--- src/rtl/rx_phase_sync.sv ---
// ---------------------------------------------------------------------------
// rx_phase_sync
//
// Receiver-side symbol timing recovery for the 4x oversampled baseband path.
// Sits between the receive filter and the slicer. The incoming stream carries
// four samples per symbol. Over a window of 2^LOG2_WIN symbols, the block adds
// up the magnitude seen at each of the four sample phases. At the end of each
// window it picks the phase with the most energy. It then decimates the stream
// to one sample per symbol at that phase.
//
// Parameters
//   NB_DATA   width of the two's complement input/output samples
//   LOG2_WIN  log2 of the number of symbols in one energy window
//
// Ports
//   clk      system clock, everything on the rising edge
//   i_reset  synchronous, active-low reset
//   i_valid  sample strobe, one oversampled sample per asserted cycle
//   i_data   oversampled sample (two's complement), qualified by i_valid
//   o_data   decimated sample taken at the selected phase
//   o_valid  one-cycle strobe qualifying o_data
//   o_phase  currently selected sample phase (0..3)
//   o_lock   high once the first window decision has been applied
// ---------------------------------------------------------------------------
module rx_phase_sync #(
  parameter int NB_DATA  = 8,
  parameter int LOG2_WIN = 10
) (
  input  logic               clk,
  input  logic               i_reset,
  input  logic               i_valid,
  input  logic [NB_DATA-1:0] i_data,
  output logic [NB_DATA-1:0] o_data,
  output logic               o_valid,
  output logic [1:0]         o_phase,
  output logic               o_lock
);

  // The accumulator width covers a full window of worst-case magnitudes,
  // 2^(NB_DATA-1) * 2^LOG2_WIN, so the accumulators never need saturation.
  localparam int NB_ACC = NB_DATA + LOG2_WIN;

  typedef enum logic [1:0] {
    ACQUIRE,
    DECIDE,
    TRACK
  } PhaseState;

  PhaseState           r_state;
  logic [1:0]          r_ph;
  logic [LOG2_WIN-1:0] r_symCnt;
  logic [NB_ACC-1:0]   r_acc  [4];
  logic [NB_ACC-1:0]   r_snap [4];

  logic [NB_DATA-1:0]  w_mag;
  logic [NB_ACC-1:0]   w_magExt;
  logic                w_windowEnd;
  logic [1:0]          w_bestPhase;
  logic [NB_ACC-1:0]   w_bestVal;

  // Magnitude of the incoming sample, read as unsigned. Negating the most
  // negative code wraps back to the same bit pattern. Read as unsigned, that
  // pattern is exactly 2^(NB_DATA-1), so no extra bit is needed.
  assign w_mag    = i_data[NB_DATA-1] ? (~i_data + {{(NB_DATA-1){1'b0}}, 1'b1}) : i_data;
  assign w_magExt = {{LOG2_WIN{1'b0}}, w_mag};

  // A window closes on the valid sample that lands on phase 3 of the last
  // symbol of the window.
  assign w_windowEnd = i_valid && (r_ph == 2'd3) && (r_symCnt == {LOG2_WIN{1'b1}});

  // Sample phase and symbol counters. Both move only on valid samples, so
  // gaps in i_valid simply freeze the timing reference. The symbol counter
  // wraps naturally at the end of the window.
  always_ff @(posedge clk) begin
    if (!i_reset) begin
      r_ph     <= 2'd0;
      r_symCnt <= '0;
    end else if (i_valid) begin
      r_ph <= r_ph + 2'd1;
      if (r_ph == 2'd3) begin
        r_symCnt <= r_symCnt + LOG2_WIN'(1);
      end
    end
  end

  // Per-phase energy accumulators. On the window-end sample the accumulators
  // clear instead of adding. The final phase-3 contribution goes straight
  // into the snapshot below, so the next window starts clean on the very next
  // valid sample and no sample is dropped.
  always_ff @(posedge clk) begin
    if (!i_reset) begin
      for (int p = 0; p < 4; p++) begin
        r_acc[p] <= '0;
      end
    end else if (i_valid) begin
      if (w_windowEnd) begin
        for (int p = 0; p < 4; p++) begin
          r_acc[p] <= '0;
        end
      end else begin
        r_acc[r_ph] <= r_acc[r_ph] + w_magExt;
      end
    end
  end

  // Snapshot of the finished window's energies. The DECIDE cycle then looks at
  // stable values while the live accumulators already collect the next window.
  always_ff @(posedge clk) begin
    if (!i_reset) begin
      for (int p = 0; p < 4; p++) begin
        r_snap[p] <= '0;
      end
    end else if (w_windowEnd) begin
      r_snap[0] <= r_acc[0];
      r_snap[1] <= r_acc[1];
      r_snap[2] <= r_acc[2];
      r_snap[3] <= r_acc[3] + w_magExt;
    end
  end

  // Argmax over the snapshot. The scan goes upward and replaces the best
  // entry only on a strict improvement, so a tie keeps the lowest phase index.
  always_comb begin
    w_bestPhase = 2'd0;
    w_bestVal   = r_snap[0];
    for (int p = 1; p < 4; p++) begin
      if (r_snap[p] > w_bestVal) begin
        w_bestVal   = r_snap[p];
        w_bestPhase = 2'(p);
      end
    end
  end

  // Decision FSM with registered phase/lock outputs.
  // ACQUIRE runs decimation at phase 0 until the first window closes.
  // DECIDE lasts exactly one cycle and commits the argmax.
  // TRACK re-decides at every later window end. A window is at least four
  // samples long, so a window end can never land on the DECIDE cycle itself.
  always_ff @(posedge clk) begin
    if (!i_reset) begin
      r_state <= ACQUIRE;
      o_phase <= 2'd0;
      o_lock  <= 1'b0;
    end else begin
      case (r_state)
        ACQUIRE: begin
          if (w_windowEnd) begin
            r_state <= DECIDE;
          end
        end
        DECIDE: begin
          o_phase <= w_bestPhase;
          o_lock  <= 1'b1;
          r_state <= TRACK;
        end
        TRACK: begin
          if (w_windowEnd) begin
            r_state <= DECIDE;
          end
        end
        default: begin
          r_state <= ACQUIRE;
        end
      endcase
    end
  end

  // Decimator: pass through the sample whose phase matches the selected one,
  // one cycle later. A phase update takes effect on the first sample after
  // o_phase changes. Around a change, a symbol period may therefore carry
  // zero or two strobes.
  always_ff @(posedge clk) begin
    if (!i_reset) begin
      o_data  <= '0;
      o_valid <= 1'b0;
    end else if (i_valid && (r_ph == o_phase)) begin
      o_data  <= i_data;
      o_valid <= 1'b1;
    end else begin
      o_valid <= 1'b0;
    end
  end

endmodule

--- config.mk ---
export PLATFORM = sky130hd
export DESIGN_NAME = rx_phase_sync
export DESIGN_NICKNAME = d
export VERILOG_FILES = /design/src/rtl/rx_phase_sync.sv
export SDC_FILE = /design/constraint.sdc
export NUM_CORES = 1
export LEC_CHECK = 0
export ABC_AREA = 1
export BUFFER_PORTS_ARGS = -buffer_cell sky130_fd_sc_hd__buf_2
export CORE_MARGIN = 2
export CORE_UTILIZATION = 50
export CTS_BUF_LIST = sky130_fd_sc_hd__clkbuf_4
export DETAILED_ROUTE_END_ITERATION = 12
export PLACE_DENSITY = 0.69
export SLEW_MARGIN = 25
export SYNTH_ARGS = -nofsm -noshare
export SYNTH_HDL_FRONTEND = slang
export SYNTH_SLANG_ARGS = --single-unit
--- constraint.sdc ---
create_clock -name clk -period 3.8 [get_ports clk]
set_clock_uncertainty 0.1 [all_clocks]
set_input_delay 0.76 -clock clk [delete_from_list [all_inputs] [get_ports clk]]
set_output_delay 0.76 -clock clk [all_outputs]
set_load 0.05 [all_outputs]
=== Word level (Yosys, flattened, before mapping) ===
Memory sizes are Yosys's and may differ from the RTL's. A register that Yosys moved wholly into a read port is not among the register bits.
Index checks and enable logic that the tools add are counted.
W data, S select, Z words.

* Register bits: 26
* Bits of input ports: 11
* Bits in writable memories: 144
* Memories: 2
* Output and inout bits: 12

{| class="wikitable"
|+ Memory list
! memory !! words !! width !! read ports !! clocked after Yosys merged registers in !! write ports !! RTL line !! text
|-
| r_acc || 4 || 18 || 5 || 1 || 4 || 52 || <nowiki>logic [NB_ACC-1:0] r_acc [4];</nowiki>
|-
| r_snap || 4 || 18 || 4 || 0 || 4 || 53 || <nowiki>logic [NB_ACC-1:0] r_snap [4];</nowiki>
|}

* Bitwise operators: 9
* Reduce and logical (&&, ||, !) cells: 7
* Magnitude comparators: 3
* Muxes and demuxes: 33
* Add/sub/neg operators: 5
* Equality and inequality tests: 6

{| class="wikitable"
|+ Operators by type and width
! operator !! number
|-
| $mux W18 || 11
|-
| $gt A18 B18 Y1 || 3
|-
| $add A18 B8 Y18 || 2
|-
| $reduce_or A18 Y1 || 1
|-
| $mux W1 || 14
|-
| $mux W2 || 6
|-
| $add A10 B1 Y10 const B || 1
|-
| $eq A10 B10 Y1 const B || 1
|-
| $add A8 B1 Y8 const B || 1
|-
| $mux W8 || 1
|-
| $not A8 Y8 || 1
|-
| $or A1 B1 Y1 || 8
|-
| $eq A2 B2 Y1 const B || 2
|-
| $pmux W2 S2 || 1
|-
| $logic_and A1 B1 Y1 || 3
|-
| $add A2 B1 Y2 const B || 1
|-
| $eq A2 B1 Y1 const B || 1
|-
| $eq A2 B2 Y1 || 1
|-
| $logic_not A2 Y1 || 1
|-
| $ne A2 B1 Y1 const B || 1
|-
| $reduce_and A2 Y1 || 1
|-
| $reduce_or A2 Y1 || 1
|}

=== Logic depth before layout (Yosys ltp) ===
Gate-level depths: netlist (run 1).

* Depth in word-level cells: 9
* Mapped depth: 38

=== Worst setup path after synthesis (run 1) ===
OpenSTA, ideal clock, no wires.

* Path type: register to register
* Start: mem r_snap[1][17] (netlist name)
* End: reg o_phase[1]
* Arrival: 3913 ps
* Slack: -338 ps
* Path buffers: 3
* Stages on the path, launching flop included: 31
* Period minus slack after synthesis: 4138 ps
* Library setup time: 125 ps
* Cells stage by stage: edfxtp_1 -> ha_1 -> a21o_1 -> nor2_1 -> nand2_1 -> nor2_1 -> nand2_2 -> nand2_2 -> buf_2 -> nand2_1 -> and2_1 -> ha_1 -> nand2_1 -> nor2_1 -> nand3_1 -> nor2_1 -> nor2_1 -> nand2_1 -> nand2_1 -> buf_2 -> buf_2 -> nand3_1 -> o21ai_0 -> ha_1 -> a21o_1 -> nor2_1 -> nand3_1 -> nand2_1 -> nand2_1 -> a21oi_1 -> a21oi_1

{| class="wikitable"
|+ RTL lines
! element !! RTL line !! text
|-
| start: declaration || 53 ||
|-
| end signal: assignment || 152 || <nowiki>o_phase <= w_bestPhase;</nowiki>
|-
| end: declaration || 35 || <nowiki>output logic [1:0] o_phase,</nowiki>
|}

==> impl_metrics.py, run 1 <==
metrics = {
    "outcome": {
        "status": "complete, but fails checks",
        "violations": "negative setup slack",
    },
    "setup_path": {
        "cp-start-kind": "flip-flop",
        "slowest_stage": "edfxtp_1",
        "rr_worst_depth": 28,
        "critPathKind": "reg -> reg",
        "cp_num_buf_inv": 3,
        "path_max_fanout": 7,
        "arrival_ns": 4.90,
        "r2r_start": "r_snap[1][8]",
        "r2r_slack_ns": -0.71,
        "crit_path_max_incr_delay_ns": 0.45,
        "cp-startpoint": "r_snap[1][8]",
        "critPathTopFamily": "simple AND/OR/NAND/NOR gates",
        "path_depth": 28,
        "worstPathRequired_ns": 4.19,
        "end_kind": "flip-flop",
    },
    "floorplanning": {
        "dieArea_mm2": 0.0216,
        "initial_core_util_pct": 50.7,
        "die_height_um": 147,
        "core_region_area_mm2": 0.0202,
        "fp-row-count": 52,
        "die_w_um": 147,
        "ios": 23,
    },
    "drt": {
        "vias": 8249,
        "vias_per_cell": 5.28,
        "wirelength_mm": 25.6,
        "post_drt_wl_per_cell_um": 16.4,
        "drcViolationCount": 0,
        "firstDrtPassIters": 5,
        "antenna_left": 0,
        "drt-initial-drc-count": 631,
    },
    "timing": {
        "post-route-period-util_pct": 119,
        "hold_viol_final": 0,
        "setup_viol": 2,
        "maxSlewHeadroom_pct": 39.1,
        "drv_slew": 0,
        "hold_ws_ns": 0.328,
        "rsz0062_at_grt": "true",
        "timing.final.ws_setup_ns": -0.707,
        "finalCriticalPeriod_ns": 4.51,
        "fmax_mhz": 222,
        "setup_tns_ns": -1.41,
        "tightest_slew_ns": 0.914,
    },
    "power_and_ir_drop": {
        "vdd_drop_max_mv": 0.235,
        "power_w": 0.00459,
        "p_leak_nw": 5.26,
        "powerDensity_mw_per_mm2": 377,
    },
    "placed_design": {
        "dpl.hpwl_mm": 17.8,
        "gp_congestion": 0.918,
        "post-place-ws_ns": -0.685,
        "portBuffers": 22,
    },
    "synthesis": {
        "syn_area_mm2": 0.0102,
        "seq_area_frac_synth_pct": 47.8,
        "synth_seq_cells": 172,
        "synth_top_area_share_pct": 42.3,
        "yosys_warnings": 0,
        "ys_dominant_reg_cell": "edfxtp_1",
        "async_flop_share_pct": 0,
        "synth_nets": 1259,
        "synth_largest_area_cell": "edfxtp_1",
        "synth_area_leaders": "edfxtp_1 42%, ha_1 9.3%, nand2_1 8.2%, nor2_1 7.1%, dfxtp_1 5.5%",
        "synth.distinct_cells": 47,
        "syn_inst": 1170,
        "synth_edf_count": 144,
        "avgSynthCellArea_um2": 8.73,
    },
    "worst_hold_path": {
        "min_path_type": "reg -> reg",
        "min_from": "r_state[0]",
        "min_delay_path_depth": 1,
    },
    "grt": {
        "grt.total_usage_pct": 23.3,
        "overflow": 0,
        "antenna_found_initial": 1,
        "grt_max_degree": 74,
        "grt_pass1_wl_mm": 39.2,
        "grt_pass1_vias": 7763,
    },
    "cts": {
        "cts_tree": "yes",
        "clock_path_buffers": 2,
        "clk_latency_ns": 0.60,
        "tritoncts.num_buffers": 17,
        "h-tree-depth": 4,
        "clkTransAtPathRegs_ns": 0.15,
        "cts_hold_repair.buffers": 0,
        "clkSinkCount": 172,
        "root_buffer": "clkbuf_4",
    },
    "finish": {
        "syn2layout_area_growth_pct": 19.0,
        "final_util_pct": 60.3,
        "drive_gt1_share_pct": 22.3,
        "final_cell_mix": "194 x nand2_1, 180 x nor2_1, 144 x edfxtp_1, 141 x inv_1, 86 x buf_4",
        "nets": 1367,
        "final_common_cell": "nand2_1",
    },
    "run": {
        "max-cap-violations": 0,
    },
}
[Yosys cell counts, types with 13 or more instances]
cell and number:
and2_1 19, nand2_1 222, a21oi_1 70, dfxtp_1 28, edfxtp_1 144, nor2_1 194, xor2_1 13, ha_1 76
nand3_1 66, inv_1 143, o21ai_0 71, nor3_1 13
[cells by family (layout without fill, tap and decap cells)]
logic type,Yosys count,in the layout,synth area share (%)
other cells,0,1,0
xor+xnor,19,19,1.63
buf+inv,181,301,8.00
fa+ha+maj,78,78,9.70
flops,172,172,47.8
compound gates,172,172,9.07
simple gates,548,549,23.8
[stage by stage]
stage                     cell area [um2]  instances
after floorplan                     10300       1170
after global placement              11000       1500
after detailed placement            11000       1500
after CTS                           11500       1544
after global routing                12200       1562
final                               12200       1562
[flip-flops by register name (all words and copies together) (netlist names), named ones only]
name,cells
o_valid,1
r_state,2
o_lock,1
r_acc,72
r_ph,2
o_data,8
r_symCnt,10
o_phase,2
r_snap,72
[where the power goes]
part           internal [W]  switching, W  leakage [nW]  total, W
clock              0.000282      0.000707         0.136  0.000990
sequential          0.00215     0.0000686          1.66   0.00222
combinational      0.000563      0.000818          3.46   0.00138
[routing by layer]
metal  GRT usage [%]  wire [um]
met5               0          0
met4            9.71        936
met3            3.82       1310
met2            37.1      12000
met1            31.9      11400
[what timing repair did]
| item | 4_1_cts | 5_1_grt |
|---|---|---|
| cloned | 3 | 3 |
| pin swaps | 9 | 50 |
| endpoints found under the hold margin | 0 | 0 |
| resized for setup | 41 | 101 |
| setup endpoints to repair | 2 | 2 |
| setup buffers | 9 | 14 |
[worst reg2reg max path, delay by kind of cell (launching register included)]
family | cells | cell delay [ns]
AO/OA/AOI/OAI | 3 | 0.36
adder cells (fa/ha/maj) | 3 | 0.87
buffers and inverters | 3 | 0.43
flip-flops | 1 | 0.45
AND/OR/NAND/NOR | 19 | 2.21
[final cells by class]
class                      count  area, um2
fill                        1727       8010
multi-input combinational    818       5130
sequential                   172       4880
timing repair buffer         121        992
inverter                     148        561
tap                          270        338
clock inverter                15        129
clock buffer                  17        128
antenna                        1       2.50
[final timing paths]
| path | end |
|---|---|
| worst min register to register | r_state[0] |
| worst max register to register | o_phase[0] |
| worst min-delay path | r_state[0] |
| worst max-delay path | o_phase[0] |
Note: power is estimated with default switching activity, not from simulation.
==> inputs of run 2 (changes only) <==
PLACE_DENSITY = 0.79   (was 0.69)
==> run 2 against run 1 <==
Against the previous run: the flow still finishes with violations (negative setup slack); non-clock buffer count shrank 6; core utilization is 0.29 points higher; die area unchanged; setup slack gained 0.016 ns; register-to-register slack gained 0.02 ns; highest routed layer unchanged.
==> impl_metrics.py, run 2 (synthesis gave the netlist of run 1 again) <==
metrics = {
    "worst_hold_path": {
        "min_path_type": "reg -> reg",
        "min_from": "r_state[0]",
        "min_to": "r_state[0]",
        "min_delay_path_depth": 1,
    },
    "finish": {
        "final_common_cell": "nand2_1",
        "multi_input_comb_area_mm2": 0.00520,
        "drive_gt1_share_pct": 22.4,
        "n_fill_cell": 1624,
        "final_util_pct": 60.6,
        "largestRegisters": "r_acc x72, r_snap x72, r_symCnt x10",
        "nets": 1361,
        "syn2layout_area_growth_pct": 19.6,
        "seqCellArea_mm2": 0.00488,
        "final_cell_mix": "203 x nand2_1, 178 x nor2_1, 144 x edfxtp_1, 143 x inv_1, 81 x buf_4",
    },
    "grt": {
        "grt_pass1_vias": 8021,
        "antenna_found_initial": 1,
        "overflow": 0,
        "grt.total_usage_pct": 23.2,
        "grt_max_degree": 73,
        "grt_pass1_wl_mm": 39.3,
    },
    "cts": {
        "clkTransAtPathRegs_ns": 0.14,
        "clkSinkCount": 172,
        "clk_latency_ns": 0.60,
        "h-tree-depth": 4,
        "cts_tree": "yes",
        "clock_path_buffers": 2,
        "root_buffer": "clkbuf_4",
        "tritoncts.num_buffers": 17,
    },
    "placed_design": {
        "post-place-ws_ns": -0.716,
        "portBuffers": 22,
        "gp_congestion": 0.930,
        "dpl.hpwl_mm": 18.1,
    },
    "power_and_ir_drop": {
        "power_w": 0.00473,
        "powerDensity_mw_per_mm2": 387,
        "p_leak_nw": 5.25,
        "vdd_drop_max_mv": 0.274,
    },
    "drt": {
        "firstDrtPassIters": 6,
        "drt-initial-drc-count": 814,
        "wirelength_mm": 26.6,
        "antenna_left": 0,
        "post_drt_wl_per_cell_um": 17.1,
        "drcViolationCount": 0,
        "vias_per_cell": 5.50,
        "vias": 8555,
    },
    "timing": {
        "finalCriticalPeriod_ns": 4.49,
        "rsz0062_at_grt": "true",
        "fmax_mhz": 223,
        "post-route-period-util_pct": 118,
        "tightest_slew_ns": 0.889,
        "timing.final.ws_setup_ns": -0.691,
        "drv_slew": 0,
        "maxSlewHeadroom_pct": 40.8,
        "setup_viol": 2,
        "hold_viol_final": 0,
    },
    "setup_path": {
        "cpMostUsedCell": "nand2_1",
        "end_kind": "flip-flop",
        "cp-startpoint": "r_snap[1][9]",
        "slowest_stage": "edfxtp_1",
        "r2r_slack_ns": -0.69,
        "cp-start-kind": "flip-flop",
        "r2r_start": "r_snap[1][9]",
        "path_max_fanout": 7,
        "arrival_ns": 4.87,
        "crit_path_max_incr_delay_ns": 0.45,
        "cp_num_buf_inv": 3,
        "critPathKind": "reg -> reg",
        "rr_worst_depth": 29,
        "critPathTopFamily": "simple AND/OR/NAND/NOR gates",
        "worstReg2RegEnd": "o_phase[0]",
        "worstPathRequired_ns": 4.17,
    },
    "run": {
        "max-cap-violations": 0,
    },
    "floorplanning": {
        "dieArea_mm2": 0.0216,
        "initial_core_util_pct": 50.7,
        "die_w_um": 147,
        "fp-row-count": 52,
        "die_height_um": 147,
        "core_region_area_mm2": 0.0202,
        "ios": 23,
    },
    "outcome": {
        "status": "complete, but fails checks",
        "violations": "negative setup slack",
    },
}
[run 2: cell count changes in the layout (fill, tap and decap cells not counted), moves of 4 or more]
cell / before / now
buf_4: 86 / 81
nand3_1: 47 / 38
o21ai_2: 3 / 7
nand2_1: 194 / 203
inv_6: 8 / 2
nand2_2: 22 / 16
nand3_2: 18 / 24
[run 2: worst reg2reg max path: cells and delay by family (launching register included)]
family / cells / cell delay, ns
compound gates: 3 / 0.38
fa+ha+maj: 3 / 0.89
simple gates: 20 / 2.12
buf+inv: 3 / 0.44
flops: 1 / 0.45
[run 2: layer usage]
layer / global-route usage [%] / wire length, um / vias up
met5: 0 / 0 / -
li1: - / - / 4086
met3: 3.76 / 1810 / 90
met1: 30.7 / 11000 / 3982
met2: 38.2 / 12800 / 397
met4: 9.76 / 1050 / 0
[run 2: area by class of cell]
cell class              instances  area share [%]
well taps                     270            2.76
inverters                     148            4.59
multi-input cells             818            42.6
diodes                          1          0.0205
clock inverters                14            1.40
flip-flops and latches        172            40.0
repair buffers                115            7.61
clock buffers                  17            1.04
[run 2: worst max-delay path by stage]
stage / end / slack, ns / cells past startpoint
global route: o_phase[0] / -0.89 / 30
finish: o_phase[0] / -0.69 / 29
CTS: o_phase[1] / -0.56 / 31
detailed placement: o_phase[1] / -0.72 / 28
floorplan: o_phase[0] / -0.14 / 30
global placement: o_phase[0] / -0.66 / 28
[run 2: metrics by stage]
step | cells | cell area (um2) | hold slack [ns] | setup TNS, ns
2_1_floorplan | 1170 | 10300 | 0.291 | -0.286
3_3_place_gp | 1508 | 11000 | 0.301 | -1.31
3_5_place_dp | 1508 | 11000 | 0.313 | -1.43
4_1_cts | 1540 | 11400 | 0.301 | -1.11
5_1_grt | 1555 | 12200 | 0.340 | -1.77
6_report | 1555 | 12200 | 0.328 | -1.37
[run 2: power breakdown]
group	internal, W	total, W	switching, W	leakage (nW)
logic	0.000561	0.00141	0.000849	3.43
clock network	0.000454	0.00110	0.000646	0.155
registers	0.00215	0.00222	0.0000697	1.66
total	0.00316	0.00473	0.00156	5.25
[run 2: timing repair]
item	CTS	global route
buffers inserted	1	6
pin swaps	0	45
setup endpoints to repair	2	2
gates cloned	0	8
hold buffers	0	0
gates resized for setup	12	133
endpoints found under the hold margin	0	0
==> inputs of run 3 (changes only) <==
BUFFER_PORTS_ARGS = -buffer_cell sky130_fd_sc_hd__clkbuf_2   (was -buffer_cell sky130_fd_sc_hd__buf_2)
SETUP_SLACK_MARGIN = 0.05   (was unset)
==> run 3 against run 2 <==
Against the previous run: the run still ends with negative setup slack left; first-iteration DRC count increased by 2.8%; cell area decreased by 3.1%; total power decreased by 2.9%; via count decreased by 2.2%; global-route usage decreased by 0.61 points; maximum frequency about the same; setup slack improved by 0.0013 ns; non-clock buffer count decreased by 5; sequential power about the same; core utilization decreased by 1.9 points; wire length decreased by 6.5%; largest cell class is now flip-flops and latches; largest power group unchanged; highest routed layer unchanged.
==> impl_metrics.py, run 3 (synthesis gave the netlist of run 1 again) <==
metrics = {
    "power_and_ir_drop": {
        "switchingPower_w": 0.00150,
        "p_sw_share_pct": 32.7,
        "power_w": 0.00459,
        "clkPwrFrac_pct": 24.8,
        "vdd_drop_max_mv": 0.319,
        "p_comb_share_pct": 26.9,
        "p_seq_share_pct": 48.3,
        "p_int_w": 0.00309,
        "p_leak_nw": 5.13,
        "powerDensity_mw_per_mm2": 388,
    },
    "grt": {
        "grt.total_usage_pct": 22.6,
        "antenna_found_initial": 1,
        "grt_max_degree": 73,
        "overflow": 0,
        "grt_pass1_vias": 7757,
        "grt_pass1_wl_mm": 38.1,
    },
    "cts": {
        "tritoncts.num_buffers": 17,
        "root_buffer": "clkbuf_4",
        "cts_hold_repair.buffers": 0,
        "clkSinkCount": 172,
        "clk_latency_ns": 0.60,
        "cts_tree": "yes",
        "h-tree-depth": 4,
        "clock_path_buffers": 2,
        "clkTransAtPathRegs_ns": 0.14,
    },
    "setup_path": {
        "path_max_fanout": 10,
        "r2r_start": "r_snap[0][8]",
        "slowest_stage": "edfxtp_1",
        "critPathKind": "reg -> reg",
        "crit_path_max_incr_delay_ns": 0.42,
        "end_kind": "flip-flop",
        "cp-startpoint": "r_snap[0][8]",
        "cp-start-kind": "flip-flop",
        "cpMostUsedCell": "nand2_1",
        "worstPathRequired_ns": 4.17,
        "arrival_ns": 4.86,
    },
    "placed_design": {
        "dpl-instance-area_mm2": 0.0110,
        "portBuffers": 22,
        "dpl.hpwl_mm": 17.8,
        "gp_congestion": 0.933,
        "post-place-ws_ns": -0.733,
    },
    "run": {
        "max-cap-violations": 0,
    },
    "drt": {
        "antenna_left": 0,
        "vias": 8371,
        "firstDrtPassIters": 5,
        "wirelength_mm": 24.9,
        "post_drt_wl_per_cell_um": 16.1,
        "drt-initial-drc-count": 837,
        "drcViolationCount": 0,
        "vias_per_cell": 5.39,
    },
    "finish": {
        "syn2layout_area_growth_pct": 15.8,
        "largestRegisters": "r_acc x72, r_snap x72, r_symCnt x10",
        "multi_input_comb_area_mm2": 0.00486,
        "drive_gt1_share_pct": 17.2,
        "nets": 1358,
        "final_cell_mix": "210 x nand2_1, 182 x nor2_1, 144 x edfxtp_1, 142 x inv_1, 79 x buf_4",
        "design_area_mm2": 0.0118,
        "n_fill_cell": 1700,
        "final_common_cell": "nand2_1",
        "seqCellArea_mm2": 0.00488,
    },
    "worst_hold_path": {
        "min_path_type": "in -> reg",
        "min_from": "i_data[0]",
    },
    "timing": {
        "maxSlewHeadroom_pct": 41.6,
        "post-route-period-util_pct": 118,
        "finalCriticalPeriod_ns": 4.49,
        "hold_viol_final": 0,
        "setup_viol": 2,
        "tightest_slew_ns": 0.876,
        "hold_ws_ns": 0.316,
        "drv_slew": 0,
        "rsz0062_at_grt": "true",
        "fmax_mhz": 223,
        "setup_tns_ns": -1.38,
        "timing.final.ws_setup_ns": -0.690,
    },
    "outcome": {
        "status": "complete, but fails checks",
        "violations": "negative setup slack",
    },
    "floorplanning": {
        "core_region_area_mm2": 0.0202,
        "die_w_um": 147,
        "fp-row-count": 52,
        "die_height_um": 147,
        "initial_core_util_pct": 50.7,
        "dieArea_mm2": 0.0216,
        "ios": 23,
    },
}
run 3: worst paths after layout:
check	slack [ns]	cells after the start	end
max	-0.69	33	o_phase[0]
min	0.32	3	o_data[0]
max reg2reg	-0.69	33	o_phase[0]
min reg2reg	0.32	1	r_state[0]
run 3: stage by stage:
stage	cells	util, %
after floorplan	1170	-
after global placement	1504	54.6
after detailed placement	1504	54.6
after CTS	1539	56.8
after global routing	1552	58.7
final	1552	58.7
run 3: repair_timing:
item | 4_1_cts | 5_1_grt
cloned | 0 | 7
hold endpoints to repair | 0 | 0
endpoints found under the setup margin | 2 | 2
setup buffers | 4 | 5
pin swaps | 1 | 18
gates resized for setup | 20 | 49
run 3: per-layer routing:
| layer | track usage [%] | part of all wire [%] | vias up |
|---|---|---|---|
| met4 | 9.57 | 3.4 | 0 |
| met5 | 0 | 0 | - |
| met3 | 3.51 | 7.3 | 59 |
| met1 | 30.1 | 42 | 3871 |
| li1 | - | - | 4079 |
| met2 | 37.0 | 47 | 362 |
run 3: layout make-up:
type / instances / share of cell area (%)
clock inverters: 14 / 1.53
flip-flops and latches: 172 / 41.3
clock buffers: 17 / 1.08
well taps: 270 / 2.85
inverters: 148 / 4.74
diodes: 1 / 0.0211
multi-input cells: 820 / 41.1
repair buffers: 110 / 7.44
run 3: power groups by stage:
| stage | clock network, W | registers (W) | logic (W) |
|---|---|---|---|
| CTS | 0.00115 | 0.00221 | 0.00111 |
| global placement | 0 | 0.00225 | 0.00105 |
| detailed placement | 0 | 0.00225 | 0.00108 |
| global route | 0.00122 | 0.00222 | 0.00137 |
| finish | 0.00114 | 0.00221 | 0.00124 |
| floorplan | 0 | 0.00226 | 0.000741 |
run 3: critical path, delay by kind of cell (launching register included):
family | cells | cell delay, ns
AO/OA/AOI/OAI | 3 | 0.30
adder cells (fa/ha/maj) | 3 | 0.90
buffers and inverters | 4 | 0.43
flip-flops | 1 | 0.42
AND/OR/NAND/NOR | 23 | 2.23
